<file path="config.mk">
export PLATFORM = sky130hd
export DESIGN_NAME = one_to16_tdm_demux
export DESIGN_NICKNAME = d
export VERILOG_FILES = /design/src/rtl/one_to16_tdm_demux.sv
export SDC_FILE = /design/constraint.sdc
export NUM_CORES = 1
export LEC_CHECK = 0
export BUFFER_PORTS_ARGS = -buffer_cell sky130_fd_sc_hd__buf_2
export CAP_MARGIN = 20
export CORE_ASPECT_RATIO = 0.9
export CORE_UTILIZATION = 50
export DETAILED_ROUTE_END_ITERATION = 12
export GPL_ROUTABILITY_DRIVEN = 1
export HOLD_SLACK_MARGIN = 0.12
export PLACE_DENSITY = 0.78
export SYNTH_ARGS = -nofsm -noshare
export SYNTH_HDL_FRONTEND = slang
export SYNTH_SLANG_ARGS = --single-unit
export TNS_END_PERCENT = 5
</file>
<file path="constraint.sdc">
create_clock -name clk -period 1.4 [get_ports clk]
set_input_delay 0.28 -clock clk [delete_from_list [all_inputs] [get_ports clk]]
set_output_delay 0.28 -clock clk [all_outputs]
set_load 0.02 [all_outputs]
</file>
<file path="src/rtl/one_to16_tdm_demux.sv">
// rtl/one_to16_tdm_demux.sv - 1-to-16 serial TDM demultiplexer with frame/gap checking
module one_to16_tdm_demux #(
    parameter int GAP_LIMIT = 0
) (
    input  logic        clk,
    input  logic        rst,
    input  logic        din,
    input  logic        din_valid,
    input  logic        frame_start,
    output logic [15:0] y,
    output logic        y_valid,
    output logic [3:0]  ch,
    output logic        busy,
    output logic        frame_err
);

    // Wide enough to hold GAP_LIMIT+1 with headroom so the saturation point
    // is never reached before the limit compare can fire.
    localparam int GW = $clog2(GAP_LIMIT + 2) + 1;
    localparam logic [GW-1:0] GAP_MAX  = {GW{1'b1}};
    localparam logic [GW-1:0] GAP_TRIP = GW'(GAP_LIMIT + 1);

    typedef enum logic {
        IDLE    = 1'b0,
        COLLECT = 1'b1
    } state_t;

    state_t          state_q, state_d;
    logic [3:0]      ch_q, ch_d;
    logic [15:0]     lanes_q, lanes_d;
    logic [15:0]     y_q, y_d;
    logic            y_valid_q, y_valid_d;
    logic            frame_err_q, frame_err_d;
    logic [GW-1:0]   gap_q, gap_d;

    // Next-state logic: frame assembly, completion, restart and gap abort
    always_comb begin
        state_d     = state_q;
        ch_d        = ch_q;
        lanes_d     = lanes_q;
        y_d         = y_q;
        y_valid_d   = 1'b0;
        frame_err_d = 1'b0;
        gap_d       = gap_q;

        case (state_q)
            IDLE: begin
                gap_d = '0;
                if (din_valid && frame_start) begin
                    lanes_d = {15'b0, din};
                    ch_d    = 4'd1;
                    state_d = COLLECT;
                end
            end
            COLLECT: begin
                if (din_valid) begin
                    gap_d = '0;
                    if (frame_start) begin
                        // Restart mid-frame: drop the partial frame, keep this bit as channel 0
                        frame_err_d = 1'b1;
                        lanes_d     = {15'b0, din};
                        ch_d        = 4'd1;
                    end else if (ch_q == 4'd15) begin
                        // Final bit goes straight into y so it is not lost
                        y_d       = {din, lanes_q[14:0]};
                        y_valid_d = 1'b1;
                        lanes_d   = '0;
                        ch_d      = 4'd0;
                        state_d   = IDLE;
                    end else begin
                        lanes_d[ch_q] = din;
                        ch_d          = ch_q + 4'd1;
                    end
                end else begin
                    if (gap_q != GAP_MAX) begin
                        gap_d = gap_q + GW'(1);
                    end
                    if ((GAP_LIMIT > 0) && (gap_d == GAP_TRIP)) begin
                        frame_err_d = 1'b1;
                        lanes_d     = '0;
                        ch_d        = 4'd0;
                        gap_d       = '0;
                        state_d     = IDLE;
                    end
                end
            end
            default: begin
                state_d = IDLE;
                ch_d    = 4'd0;
                lanes_d = '0;
                gap_d   = '0;
            end
        endcase
    end

    // State register with synchronous reset
    always_ff @(posedge clk) begin
        if (rst) begin
            state_q     <= IDLE;
            ch_q        <= 4'd0;
            lanes_q     <= '0;
            y_q         <= '0;
            y_valid_q   <= 1'b0;
            frame_err_q <= 1'b0;
            gap_q       <= '0;
        end else begin
            state_q     <= state_d;
            ch_q        <= ch_d;
            lanes_q     <= lanes_d;
            y_q         <= y_d;
            y_valid_q   <= y_valid_d;
            frame_err_q <= frame_err_d;
            gap_q       <= gap_d;
        end
    end

    assign y         = y_q;
    assign y_valid   = y_valid_q;
    assign ch        = ch_q;
    assign busy      = (state_q == COLLECT);
    assign frame_err = frame_err_q;

endmodule

</file>
==> metrics.md <==
| Metric | Value |
|---|---|
| Crit path arrival time | `1.55 ns` |
| Met1 Usage GRT | `32.0%` |
| Unrepaired setup endpoints after global routing | `true` |
| Total CTS buffers | `5` |
| DP HPWL | `3.41 mm` |
| Most Crowded Layer GR | `met2` |
| Most frequent cells in the layout | `nand2_1, dfxtp_1, buf_4` |
| Worst path slowest cell | `dfxtp_4` |
| H-Tree Depth | `2` |
| Post-Syn Area | `0.00189 sq mm` |
| Max frequency | `0.717 GHz` |
| Die Y-Extent | `60.4 um` |
| Initial antenna violation count | `0` |
| Final WS setup | `0.00589 ns` |
| Least-Margin Pin Slew | `0.379 ns` |
| Routed wire length | `4.57 mm` |
| Switching pwr | `0.000484 W` |
| Syn Nets | `228` |
| GRT overflow | `0` |
| Post-synth EDFFs | `0` |
| Max FO, Critical Path | `17` |
| Via/cell ratio | `5.39` |
| Setup violators final | `0` |
| Final min period | `1.39 ns` |
| Vias post-DR | `1693` |
| Startpoint Class | `register` |
| Comb pwr share | `10.3%` |
| Tot GR Track Use | `24.5%` |
| Number of global-route vias before repair | `1558` |
| Critical path's top delay family | `simple AND/OR/NAND/NOR gates` |
| FILL cells | `300` |
| Remaining DRCs | `0` |
| Area delta synth->final | `27.8%` |
| Relative slew slack | `74.8%` |
| Synth unique cells | `46` |
| Cell internal pwr | `0.00156 W` |
| Clock Tree Buf Depth | `2` |
| Core area | `0.00350 sq mm` |
| Setup CP Type | `reg2reg` |
| CP endpoint kind | `register` |
| Initial Util | `54.0%` |
| FP Rows | `20` |
| TritonCTS Sinks | `38` |
| Nets | `280` |
| PortBufs | `27` |
| Pre-CTS WS | `-0.0285 ns` |
| Async SR Flop Fraction | `0%` |
| Commonest non-fill, non-tap cell in the layout | `nand2_1` |
| Static Leak | `0.983 nW` |
| First-pass GRT wire length | `7.17 mm` |
| Switching portion of total power | `23.7%` |
| Max-slew violation count | `0` |
| Antenna-violating nets left | `0` |
| Synth warn | `0` |
| # diodes | `0` |
| Clk pin slew, worst setup/hold paths | `0.06 ns` |
| Met3 GRT Util | `6.39%` |
| Largest net degree at the start of global routing | `21` |
| Largest stage delay, worst path | `0.37 ns` |
| Sequential cell area | `771 sq um` |
| Total power | `0.00205 W` |
| Clk_lat worst skew | `0.29 ns` |
| Syn Inst Count | `219` |
| Initial DRC count | `83` |
| Avg WL per Cell | `14.5 um` |
| Final hold vios | `0` |
| Predominant post-synthesis flop cell | `dfxtp_1` |
| Multi-input gate area | `0.00104 sq mm` |
| Synthesized area per cell | `8.64 sq um` |
| Worst Path Buf+Inv | `2` |
| Finished Core Util | `69.0%` |
| Clock share of power | `36.2%` |
| Pwr/cell area | `846 mW/mm^2` |
| Share of cells above drive strength 1 | `35.9%` |
| Seq pwr share | `53.5%` |
| GPL Wtd Cong | `0.950` |
| Max-Cap Viols | `0` |
| CTS tree | `done` |
| Number of hold buffers added after CTS | `0` |
| Crit path cell chain | `ha_4 > buf_4 > nand4b_4 > or2_4 > buf_12 > nand2_1 > a21oi_1` |
| Die W | `66.8 um` |
| Worst Skew | `0.00743 ns` |
| Die area | `0.00403 sq mm` |
| Count of state elements after synthesis | `38` |
| Fin crit share | `99.6%` |
| Boundary Pins | `28` |
| First drt pass iteration count | `4` |
| Post-synthesis sequential area ratio | `40.2%` |
| Worst ir drop on vdd | `0.000765 V` |
| Status | `finished, final reports clean` |
| Required time of the critical path | `1.56 ns` |
| Root buffer cell | `clkbuf_8` |
| Grt met2 use | `39.4%` |
| Tightest Hold Check Type | `in2reg` |
layer usage:
metal	part of all wire [%]	wire [um]	vias up
met2	46	2100	38
li1	-	-	853
met4	1.4	65	0
met3	4.8	218	7
met1	48	2180	795
met5	0	0	-
power groups by stage:
| stage | Sequential, W | Combinational [W] | Clock (W) |
|---|---|---|---|
| final | 0.00109 | 0.000210 | 0.000740 |
| after global placement | 0.00112 | 0.000198 | 0 |
| after global routing | 0.00110 | 0.000227 | 0.000797 |
| after floorplan | 0.00113 | 0.000111 | 0 |
| after CTS | 0.00109 | 0.000201 | 0.000755 |
| after detailed placement | 0.00112 | 0.000199 | 0 |
flip-flops by register name (all words and copies together) (netlist names):
signal / flops
busy: 1
ch: 4
frame_err: 1
lanes_q: 15
y: 16
y_valid: 1
layout make-up:
type                       count  share of cell area, %
clock buffer                   6                   3.42
multi-input combinational    161                   43.1
tap                           44                   2.28
sequential                    38                   31.9
timing repair buffer          62                   18.8
inverter                       3                  0.466
cell usage after synthesis, types with 2 or more instances:
cell type / n / share of area, %
a21oi_1: 21 / 5.6
a31o_1: 2 / 0.93
and3_1: 2 / 0.66
buf_2: 3 / 0.79
buf_4: 4 / 1.6
buf_6: 6 / 3.6
clkbuf_1: 3 / 0.60
dfxtp_1: 38 / 40
ha_1: 4 / 2.6
inv_1: 3 / 0.60
mux2i_1: 9 / 4.8
nand2_1: 42 / 8.3
nand2_2: 2 / 0.66
nand2b_1: 13 / 4.3
nand3_1: 6 / 1.6
nand3b_1: 6 / 2.4
nor2_1: 8 / 1.6
nor2b_1: 4 / 1.3
nor3_1: 3 / 0.79
o211ai_1: 2 / 0.79
o21ai_0: 4 / 1.1
o21ai_1: 10 / 2.6
per-stage QoR:
| step | cells | setup TNS (ns) | area, sq um | hold WS, ns |
|---|---|---|---|---|
| final | 314 | 0 | 2420 | 0.399 |
| after global routing | 314 | -1.26 | 2420 | 0.403 |
| after CTS | 313 | -0.00469 | 2380 | 0.377 |
| after detailed placement | 307 | -0.0735 | 2280 | 0.440 |
| after global placement | 307 | 0 | 2280 | 0.432 |
| after floorplan | 219 | -1.22 | 1910 | 0.420 |
path summary, 6_finish.rpt:
kind                             from          to  slack (ns)  cells past startpoint
worst min register to register   y[6]        y[6]        0.45                      2
worst max register to register  ch[0]       y[13]       0.006                      7
worst min-delay path              rst  lanes_q[9]        0.40                      2
worst max-delay path            ch[0]       y[13]       0.006                      7
repair_timing:
item                       4_1_cts  5_1_grt
buffers inserted                 0        1
setup endpoints to repair       23       31
gates resized for setup          6       10
pin swaps                        1        7
cells by family (layout without fill, tap and decap cells):
group	after synthesis	count (layout)	synth area share [%]
flip-flops	38	38	40.2
multiplexers	10	10	5.36
buffers and inverters	20	71	7.34
adder cells (fa/ha/maj)	4	4	2.65
AO/OA/AOI/OAI	51	51	17.4
AND/OR/NAND/NOR	96	96	27.1
Note: power is estimated with default switching activity, not from simulation.
